### src/rtl/sched_pkg.sv
// Shared types for the EDF scheduler and its CPU-facing dispatch controller.
package sched_pkg;

  localparam int MAX_TASKS_DEF = 8;
  localparam int TASK_ID_BITS  = $clog2(MAX_TASKS_DEF);
  localparam int TIME_BITS     = 8;

  typedef enum logic [1:0] {
    TASK_PERIODIC  = 2'd0,
    TASK_SPORADIC  = 2'd1,
    TASK_APERIODIC = 2'd2
  } task_type_t;

  typedef enum logic {
    CRIT_LO = 1'b0,
    CRIT_HI = 1'b1
  } task_crit_in_t;

  typedef struct packed {
    logic                    valid;
    logic [TASK_ID_BITS-1:0] id;
    task_type_t              task_type;
    task_crit_in_t           crit;
    logic [TIME_BITS-1:0]    period;
    logic [TIME_BITS-1:0]    deadline;
    logic [TIME_BITS-1:0]    wcet;
  } task_table_input_t;

  typedef enum logic [1:0] {
    DISP_IDLE      = 2'd0,
    DISP_REQ       = 2'd1,
    DISP_RUN       = 2'd2,
    DISP_DONE_WAIT = 2'd3
  } disp_state_t;

endpackage

### src/rtl/sched_wakeup_arb.sv
// Merges mapped IRQ rising edges and software wakeups into one registered
// scheduler wakeup per cycle; software wins, IRQs are served round-robin.
module sched_wakeup_arb #(
  parameter int NUM_IRQ   = 8,
  parameter int TASK_BITS = 3,
  localparam int IRQ_BITS = $clog2(NUM_IRQ)
) (
  input  logic                 clk,
  input  logic                 rst_n,
  input  logic [NUM_IRQ-1:0]   irq_lines_i,
  input  logic                 map_we_i,
  input  logic [IRQ_BITS-1:0]  map_idx_i,
  input  logic                 map_en_i,
  input  logic [TASK_BITS-1:0] map_id_i,
  input  logic                 sw_wake_valid_i,
  input  logic [TASK_BITS-1:0] sw_wake_id_i,
  output logic                 wake_valid_o,
  output logic [TASK_BITS-1:0] wake_id_o
);

  logic [NUM_IRQ-1:0]   irq_q, pending_q, pending_d, map_en_q;
  logic [NUM_IRQ-1:0]   rise, eligible;
  logic [TASK_BITS-1:0] map_id_q [NUM_IRQ];
  logic [IRQ_BITS-1:0]  rr_q, rr_d, grant_idx;
  logic                 grant_any;
  logic                 wake_valid_q, wake_valid_d;
  logic [TASK_BITS-1:0] wake_id_q, wake_id_d;

  assign rise     = irq_lines_i & ~irq_q & map_en_q;
  assign eligible = pending_q | rise;

  // Scan downward so the lowest offset from rr_q is the one left standing.
  always_comb begin
    grant_any = 1'b0;
    grant_idx = '0;
    for (int k = NUM_IRQ - 1; k >= 0; k--) begin
      if (eligible[(int'(rr_q) + k) % NUM_IRQ]) begin
        grant_any = 1'b1;
        grant_idx = IRQ_BITS'((int'(rr_q) + k) % NUM_IRQ);
      end
    end
  end

  always_comb begin
    pending_d    = eligible;
    rr_d         = rr_q;
    wake_valid_d = 1'b0;
    wake_id_d    = '0;
    if (sw_wake_valid_i) begin
      wake_valid_d = 1'b1;
      wake_id_d    = sw_wake_id_i;
    end else if (grant_any) begin
      wake_valid_d         = 1'b1;
      wake_id_d            = map_id_q[grant_idx];
      pending_d[grant_idx] = pending_q[grant_idx] & rise[grant_idx];
      rr_d = (int'(grant_idx) == NUM_IRQ - 1) ? '0 : grant_idx + 1'b1;
    end
    if (map_we_i) pending_d[map_idx_i] = 1'b0;
  end

  always_ff @(posedge clk or negedge rst_n) begin
    if (!rst_n) begin
      irq_q        <= '0;
      pending_q    <= '0;
      map_en_q     <= '0;
      rr_q         <= '0;
      wake_valid_q <= 1'b0;
      wake_id_q    <= '0;
      for (int i = 0; i < NUM_IRQ; i++) map_id_q[i] <= '0;
    end else begin
      irq_q        <= irq_lines_i;
      pending_q    <= pending_d;
      rr_q         <= rr_d;
      wake_valid_q <= wake_valid_d;
      wake_id_q    <= wake_id_d;
      if (map_we_i) begin
        map_en_q[map_idx_i] <= map_en_i;
        map_id_q[map_idx_i] <= map_id_i;
      end
    end
  end

  assign wake_valid_o = wake_valid_q;
  assign wake_id_o    = wake_id_q;

endmodule

### src/rtl/sched_dispatch_ctrl.sv
// CPU-side front end of the EDF scheduler: task registration forwarding,
// wakeup merging and the context-switch / completion handshake.
module sched_dispatch_ctrl
  import sched_pkg::*;
#(
  parameter int MAX_TASKS   = MAX_TASKS_DEF,
  parameter int NUM_IRQ     = 8,
  parameter int ACK_TIMEOUT = 16,
  localparam int TASK_BITS  = $clog2(MAX_TASKS),
  localparam int IRQ_BITS   = $clog2(NUM_IRQ)
) (
  input  logic                 clk,
  input  logic                 rst_n,
  // cfg: a transfer happens on every rising clk edge with cfg_valid && cfg_ready.
  input  logic                 cfg_valid,
  output logic                 cfg_ready,
  input  task_table_input_t    cfg_task,
  input  logic [NUM_IRQ-1:0]   irq_lines,
  input  logic                 map_we,
  input  logic [IRQ_BITS-1:0]  map_idx,
  input  logic                 map_en,
  input  logic [TASK_BITS-1:0] map_id,
  input  logic                 sw_wake_valid,
  input  logic [TASK_BITS-1:0] sw_wake_id,
  output logic                 cpu_switch_req,
  output logic [TASK_BITS-1:0] cpu_switch_id,
  input  logic                 cpu_switch_ack,
  input  logic                 cpu_done_valid,
  input  logic                 cpu_done_ok,
  input  logic [TASK_BITS-1:0] cpu_done_id,
  output logic                 cpu_idle,
  output logic                 ack_err,
  input  logic                 ack_err_clr,
  output task_table_input_t    sched_input_task,
  output logic                 sched_wakeup_valid,
  output logic [TASK_BITS-1:0] sched_wakeup_id,
  output logic                 sched_completion_valid,
  output logic                 sched_completion_successful,
  input  logic [TASK_BITS-1:0] sched_running_task,
  input  logic                 sched_running_valid,
  input  logic                 sched_cpu_interrupt,
  output disp_state_t          dbg_state
);

  localparam int TMR_BITS = $clog2(ACK_TIMEOUT + 1);
  localparam logic [TMR_BITS-1:0] TMR_MAX  = TMR_BITS'(ACK_TIMEOUT);
  localparam logic [TMR_BITS-1:0] TMR_LAST = TMR_BITS'(ACK_TIMEOUT - 1);

  disp_state_t          state_q, state_d;
  logic [TASK_BITS-1:0] switch_id_q, switch_id_d, cur_id_q, cur_id_d;
  logic [TMR_BITS-1:0]  timer_q, timer_d;
  logic                 err_q, err_d, err_set;
  logic                 comp_valid_q, comp_valid_d, comp_ok_q, comp_ok_d;
  task_table_input_t    in_task_q, in_task_d;

  assign cfg_ready = rst_n;

  always_comb begin
    in_task_d = '0;
    if (cfg_valid && cfg_ready) begin
      in_task_d       = cfg_task;
      in_task_d.valid = 1'b1;
    end
  end

  sched_wakeup_arb #(.NUM_IRQ(NUM_IRQ), .TASK_BITS(TASK_BITS)) u_wakeup_arb (
    .clk             (clk),
    .rst_n           (rst_n),
    .irq_lines_i     (irq_lines),
    .map_we_i        (map_we),
    .map_idx_i       (map_idx),
    .map_en_i        (map_en),
    .map_id_i        (map_id),
    .sw_wake_valid_i (sw_wake_valid),
    .sw_wake_id_i    (sw_wake_id),
    .wake_valid_o    (sched_wakeup_valid),
    .wake_id_o       (sched_wakeup_id)
  );

  always_comb begin
    state_d      = state_q;
    switch_id_d  = switch_id_q;
    cur_id_d     = cur_id_q;
    timer_d      = timer_q;
    err_set      = 1'b0;
    comp_valid_d = 1'b0;
    comp_ok_d    = 1'b0;
    unique case (state_q)
      DISP_IDLE, DISP_DONE_WAIT: begin
        state_d = DISP_IDLE;
        if (sched_running_valid) begin
          state_d     = DISP_REQ;
          switch_id_d = sched_running_task;
          timer_d     = '0;
        end
      end
      DISP_REQ: begin
        if (!sched_running_valid) begin
          state_d = DISP_IDLE;
        end else if (cpu_switch_ack) begin
          cur_id_d = switch_id_q;
          state_d  = DISP_RUN;
        end else if (sched_running_task != switch_id_q) begin
          switch_id_d = sched_running_task;
          timer_d     = '0;
        end else if (timer_q != TMR_MAX) begin
          // Saturating at the limit keeps ack_err a single set event.
          timer_d = timer_q + 1'b1;
          err_set = (timer_q == TMR_LAST);
        end
      end
      DISP_RUN: begin
        if (!sched_running_valid) begin
          state_d = DISP_IDLE;
        end else if (sched_cpu_interrupt || sched_running_task != cur_id_q) begin
          state_d     = DISP_REQ;
          switch_id_d = sched_running_task;
          timer_d     = '0;
        end else if (cpu_done_valid && cpu_done_id == cur_id_q) begin
          comp_valid_d = 1'b1;
          comp_ok_d    = cpu_done_ok;
          state_d      = DISP_DONE_WAIT;
        end
      end
      default: state_d = DISP_IDLE;
    endcase
    err_d = err_set | (err_q & ~ack_err_clr);
  end

  always_ff @(posedge clk or negedge rst_n) begin
    if (!rst_n) begin
      state_q      <= DISP_IDLE;
      switch_id_q  <= '0;
      cur_id_q     <= '0;
      timer_q      <= '0;
      err_q        <= 1'b0;
      comp_valid_q <= 1'b0;
      comp_ok_q    <= 1'b0;
      in_task_q    <= '0;
    end else begin
      state_q      <= state_d;
      switch_id_q  <= switch_id_d;
      cur_id_q     <= cur_id_d;
      timer_q      <= timer_d;
      err_q        <= err_d;
      comp_valid_q <= comp_valid_d;
      comp_ok_q    <= comp_ok_d;
      in_task_q    <= in_task_d;
    end
  end

  assign cpu_switch_req              = (state_q == DISP_REQ);
  assign cpu_switch_id               = cpu_switch_req ? switch_id_q : '0;
  assign cpu_idle                    = (state_q == DISP_IDLE) || (state_q == DISP_DONE_WAIT);
  assign ack_err                     = err_q;
  assign sched_input_task            = in_task_q;
  assign sched_completion_valid      = comp_valid_q;
  assign sched_completion_successful = comp_ok_q;
  assign dbg_state                   = state_q;

endmodule
### config.mk
export PLATFORM = sky130hd
export DESIGN_NAME = sched_dispatch_ctrl
export DESIGN_NICKNAME = d
export VERILOG_FILES = /design/src/rtl/sched_pkg.sv /design/src/rtl/sched_wakeup_arb.sv /design/src/rtl/sched_dispatch_ctrl.sv
export SDC_FILE = /design/constraint.sdc
export NUM_CORES = 1
export LEC_CHECK = 0
export BUFFER_PORTS_ARGS = -buffer_cell sky130_fd_sc_hd__buf_2
export CORE_MARGIN = 4
export CORE_UTILIZATION = 40
export DETAILED_ROUTE_END_ITERATION = 10
export PLACE_DENSITY = 0.62
export SYNTH_ARGS = -nofsm -noshare
export SYNTH_HDL_FRONTEND = slang
export SYNTH_SLANG_ARGS = --single-unit
### constraint.sdc
create_clock -name clk -period 3.2 [get_ports clk]
set_clock_uncertainty 0.05 [all_clocks]
set_input_delay 0.16 -clock clk [delete_from_list [all_inputs] [get_ports clk]]
set_output_delay 0.16 -clock clk [all_outputs]
set_load 0.05 [all_outputs]
* Yosys cells after proc, flatten, opt, wreduce, memory -nomap -nowiden
Cells that the tools add are included.
Widths: inputs -> output; s select.
** Storage, ports and cells
- Word-level logic and storage cells :: 211
- Input port bits :: 66
- Flip-flop bits (word level) :: 102
** Operators by class
- Reductions and logical operators :: 21
- Multiplexer cells :: 100
- $lt $le $gt $ge :: 15
- Eq/ne operators :: 18
- Add/sub/neg operators :: 9
- Bitwise operators :: 20
** Operators with widths (count)
- $mux 3 :: 21
- $mux 1 :: 43
- $lt 4x5->1 const B :: 7
- $mux 5 :: 7
- $mux 31 :: 1
- $bmux 1 s3 :: 10
- $and 8x8->8 :: 3
- $bwmux 24 :: 1
- $mux 8 :: 3
- $reduce_or 3->1 :: 7
- $bwmux 8 :: 2
- $not 8->8 :: 2
- $pmux 5 s3 :: 1
- $add 3x3->3 const B :: 4
- $lt 3x4->1 const B :: 3
- $reduce_and 6->1 :: 2
- $mux 2 :: 5
- $bmux 3 s3 :: 1
- $demux 3 s3 :: 1
- $pmux 3 s3 :: 1
- $ge 4x4->1 const B :: 2
- $ne 2x2->1 const B :: 4
- $not 3->4 :: 2
- $or 8x8->8 :: 1
- other kinds (28) :: 49

* Depth between registers and ports, before layout
- Depth after elaboration :: 24
- Depth in mapped cells :: 15
- Gate-level depth less buffers :: 13

* Hierarchy
From an unflattened synthesis, not the netlist that was laid out.
** Second synthesis, totals
- Cells, all modules :: 541
- Area, all modules :: 5800.6 um^2
** By module, submodules not included
- sched_wakeup_arb :: cells each 378, instances 1, seq. area each 1376.3 um^2, area an instance 3828.7 um^2
- sched_dispatch_ctrl :: cells each 163, instances 1, seq. area each 1176.1 um^2, area an instance 1971.9 um^2

* Worst setup path after synthesis
Ideal clock, no wire load.
- Kind :: reg-to-reg
- Start point :: register u_wakeup_arb.rr_q[0]
- End point :: register u_wakeup_arb.rr_q[1]
- Period minus slack after synthesis :: 3.324 ns
- Slack :: -0.124 ns
- Buffers on the path :: 2
- Arrival :: 3.149 ns
- Stages on the path, launching flop included :: 15
- Setup time :: 0.125 ns
- Data required time :: 3.025 ns
- Path through :: dfrtp_1 inv_2 ha_1 buf_4 nor2_1 a32oi_1 mux4_2 o21ai_1 a21boi_4 a211o_2 nand2_4 inv_6 buf_12 ha_1 mux2_2
** On the way
- Longest elaborated chain between the ends :: 14
** RTL lines
- from (decl) :: RTL line sched_wakeup_arb.sv:24 : logic [IRQ_BITS-1:0] rr_q, rr_d, grant_idx;
- from (signal assigned) :: RTL line sched_wakeup_arb.sv:73 : rr_q <= rr_d;
- $add 3x3->3 :: RTL line sched_wakeup_arb.sv:37, sched_wakeup_arb.sv:39
- $bmux 1 s3 :: RTL line sched_wakeup_arb.sv:37 : if (eligible[(int'(rr_q) + k) % NUM_IRQ]) begin
- $mux 1 (implied by the code) (2 in a row) :: RTL line sched_wakeup_arb.sv:37
- $mux 3 (8 in a row) :: RTL line sched_wakeup_arb.sv:37
- $add 3x1->3 / $eq 3x1->1 (equally long branches) :: RTL line sched_wakeup_arb.sv:56 : rr_d = (int'(grant_idx) == NUM_IRQ - 1) ? '0 : grant_idx + 1'b1;
- $mux 3 :: RTL line sched_wakeup_arb.sv:56
Parallel ways exist; a longest one is shown, timed or not. The select of a mux whose other input is x is not followed.
A chain may end at the register's enable or synchronous reset.

* Final worst setup path
- Start point :: register u_wakeup_arb.rr_q[1]
- End point :: register u_wakeup_arb.pending_q[2]
** On the way
- Longest elaborated chain between the ends :: 21
** RTL lines
- $add 3x3->3 :: RTL line sched_wakeup_arb.sv:37, sched_wakeup_arb.sv:39
- $bmux 1 s3 :: RTL line sched_wakeup_arb.sv:37
- $mux 1 (implied by the code) (2 in a row) :: RTL line sched_wakeup_arb.sv:37
- $mux 3 (8 in a row) :: RTL line sched_wakeup_arb.sv:37
- $lt 3x4->1 (implied by the code) / $ge 3x1->1 (equally long branches) :: RTL line sched_wakeup_arb.sv:55 : pending_d[grant_idx] = pending_q[grant_idx] & rise[grant_idx];
- $logic_and 1x1->1 (implied by the code) :: RTL line sched_wakeup_arb.sv:55
- $mux 1 (implied by the code) :: RTL line sched_wakeup_arb.sv:55
- $demux 1 s3
- $bwmux 8 :: RTL line sched_wakeup_arb.sv:55
- $mux 8 (*) :: RTL line sched_wakeup_arb.sv:52 : end else if (grant_any) begin
- $mux 8 (*) :: RTL line sched_wakeup_arb.sv:49 : if (sw_wake_valid_i) begin
- $and 8x8->8 (no source line)
- $mux 8 (*) :: RTL line sched_wakeup_arb.sv:58 : if (map_we_i) pending_d[map_idx_i] = 1'b0;
- via u_wakeup_arb.pending_d[2] :: RTL line sched_wakeup_arb.sv:21 : logic [NUM_IRQ-1:0] irq_q, pending_q, pending_d, map_en_q;
- to (signal assigned) :: RTL line sched_wakeup_arb.sv:72 : pending_q <= pending_d;
- to (decl) :: RTL line sched_wakeup_arb.sv:21
Mark *: on every way through the listed nets, which the timed path passes. The rest lies on a longest branch. The select of a mux whose other input is x is not followed.

==> results.cfg <==
[timing]
rsz0062_at_grt = true
finalSetupViolations = 8
timing.fmax_mhz = 301
relSlewSlack_pct = 26.8
finalCriticalPeriod_ps = 3320
fin_ws_ps = -122
holdWs_ps = 11.2
slew_viol_final = 0
worst_slew_pin_slew_ps = 1090
hold_violations = 0
period_share_pct = 104

[finish]
multiInputGateArea_sq_mm = 0.00330
antenna_cells = 0
design_area_sq_mm = 0.00815
nets = 841
fillers = 1158
synthToLayoutAreaGrowth_pct = 41.0
drive_above_1_share_pct = 46.8
fin_cells = 952
seqCellArea_sq_mm = 0.00255

[setup_path]
cp.required_ps = 3390
critPathKind = flip-flop to flip-flop
cp_max_fo = 4
worst_path_max_delay_cell = mux4_2
cpPeakStageDelay_ps = 620
critPathCaptureType = flip-flop
startpoint_type = flip-flop
path_cells = buf_6 > ha_4 > xor2_4 > mux4_2 > mux2_4 > a21boi_4 > a21o_1 > buf_4 > a211oi_2 > nand4bb_1 > a2bb2o_4 > a311oi_2
cp_data_arrival_time_ps = 3510

[routing]
drtPass1Iterations = 4
ant_nets = 0
drc = 0
wl_per_cell_um = 18.8
vias_per_cell = 5.64
drtIter0Drc = 336
wl_um = 17900
num_vias = 5368

[floorplanning]
core_sq_mm = 0.0140
die_h_um = 128
rows = 43
die_width_um = 128
die_area_sq_mm = 0.0164
start_util_pct = 41.2
ios = 112

[logic_synthesis]
synthesis.nets = 602
syn_area_sq_mm = 0.00578
synthMuxAreaShare_pct = 12.3
yosysSeqAreaShare_pct = 44.2
synth-seq-cells = 102
syn_inst = 528
ys_types = 77
synthAdderAreaFrac_pct = 1.73
syn_area_per_cell_sq_um = 10.9
synth_flop_cell = dfrtp_1
yosysMostFrequentCell = dfrtp_1
synthArstFlopShare_pct = 100
synth_top_area_share_pct = 44.2
synth_top_family_by_area = simple AND/OR/NAND/NOR gates
synth_edf_count = 0
synth_compound_gate_area_share_pct = 17.8
synthXorXnorAreaFrac_pct = 2.29
ys_warn_count = 0
netlist_top_cells_area = dfrtp_1 44%, mux2_2 8.6%, and3_1 3.8%, nor2_1 2.4%, o21ai_0 2.1%
synth_top_cell_by_area = dfrtp_1
synth_simple_gate_area_share_pct = 18.4
synth_common_cells = 102 x dfrtp_1, 44 x mux2_2, 37 x nor2_1

[global_routing]
grt_overflow_total = 0
grt_pass1_wl_um = 28400
grt_pass1_vias = 5508
grt_max_degree = 71
grt_antenna_before_repair = 0
grt_use_total_pct = 21.6

[cts]
cts_tree = yes
clock-sinks = 102
clk_latency_ps = 340
clock_path_buffers = 2
cts_buffers = 9
root_buffer = clkbuf_16
clkTransAtPathRegs_ps = 70
htreeDepth = 3

[placed_design]
placed_area_sq_mm = 0.00717
gp_congestion = 0.967
portBuffers = 110
pre_cts_ws_ps = -267
placed_cells = 894
post-dp-hpwl_um = 13000

[run_status]
violations = negative setup slack
status = finished with violations

[run]
max-cap-violations = 0

[power_and_ir_drop]
p_leak_nw = 3.88
power_density_mw_per_mm2 = 1400
peakVddDrop_v = 0.000879

[worst_hold_path]
hold_path.class = input port to flip-flop
## per-stage QoR
step	utilization (%)	power [mW]	TNS (ps)
5_1_grt	58.0	12.1	-2120
6_report	58.0	11.4	-491
2_1_floorplan	-	6.23	0
3_5_place_dp	51.1	8.97	-1760
4_1_cts	56.3	10.6	-28.8
3_3_place_gp	51.1	8.83	-1050
## flip-flops by register name, summed over array words and instances, names as in the netlist
name / cells
u_wakeup_arb.rr_q: 3
dbg_state: 2
sched_completion_valid: 1
u_wakeup_arb.map_en_q: 8
u_wakeup_arb.wake_valid_o: 1
u_wakeup_arb.wake_id_o: 3
u_wakeup_arb.pending_q: 8
u_wakeup_arb.irq_q: 8
switch_id_q: 3
sched_input_task: 31
timer_q: 5
cur_id_q: 3
sched_completion_successful: 1
ack_err: 1
u_wakeup_arb.map_id_q: 24
## layout by cell type, fill, tap and decap left out, types with 8 or more instances in the layout
cell type      count
and2_1            12
dfrtp_1          101
mux2_2            43
nor3_1            10
inv_1             13
nand3_1           14
nor2_1            34
dlygate4sd3_1     23
nand2_1           17
o211ai_1           9
a21oi_1            9
clkbuf_16         10
buf_2            109
xnor2_1            8
o21ai_0           20
buf_4            110
and3_1            33
mux2i_1            9
## repair_timing
item | CTS | global route
pin swaps | 15 | 11
hold endpoints to repair | 59 | 0
hold buffers | 23 | 0
cloned | 0 | 1
setup endpoints to repair | 13 | 14
resized for setup | 31 | 33
buffers inserted | 11 | 7
## kinds of logic (layout without fill, tap and decap cells)
logic type,after synthesis,after routing
AO/OA/AOI/OAI,129,129
AND/OR/NAND/NOR,179,179
adder cells (fa/ha/maj),8,8
buffers and inverters,37,281
multiplexers,60,60
XOR/XNOR,13,13
flip-flops,102,102
## critical path: cells and delay by family (launching register included)
kind	cells	cell delay, ps
DFF	1	390
and+or+nand+nor	1	210
muxes	2	940
buffers and inverters	2	250
adders and majority gates	1	170
xor gates and xnor gates	1	230
AOI/OAI and AO/OA	5	980
## path summary, 6_finish.rpt
kind / startpoint / cells after the start / to / slack, ps
worst max-delay path: u_wakeup_arb.rr_q[1]$_DFFE_PN0P_ / 12 / u_wakeup_arb.pending_q[2]$_DFF_PN0_ / -120
worst min-delay path: cfg_task[9] / 2 / sched_input_task[9]$_DFF_PN0_ / 10
worst max register to register: u_wakeup_arb.rr_q[1]$_DFFE_PN0P_ / 12 / u_wakeup_arb.pending_q[2]$_DFF_PN0_ / -120
worst min register to register: u_wakeup_arb.map_id_q[9]$_DFFE_PN0P_ / 1 / u_wakeup_arb.map_id_q[9]$_DFFE_PN0P_ / 450
max in group asynchronous: rst_n / 3 / u_wakeup_arb.rr_q[0]$_DFFE_PN0P_ / 1680
min in group asynchronous: rst_n / 2 / cur_id_q[2]$_DFFE_PN0P_ / 350
## report_power, final
group | leakage, nW | internal [mW] | switching [mW]
combinational | 2.46 | 4.20 | 4.41
clock | 0.146 | 0.553 | 0.523
sequential | 1.28 | 1.55 | 0.198
## final cells by class
class / instances / area share [%]
sequential: 102 / 31.3
multi-input combinational: 389 / 40.6
timing repair buffer: 248 / 20.8
tap: 180 / 2.76
clock buffer: 9 / 2.76
inverter: 17 / 0.967
clock inverter: 7 / 0.845
## layer usage
layer	vias up	share of wire (%)	global-route usage (%)
li1	2481	-	-
met1	2631	43	28.1
met4	0	2.5	5.93
met5	-	0	0
met3	38	6.6	5.50
met2	218	48	35.9
Power figures use the tool's default switching activity.
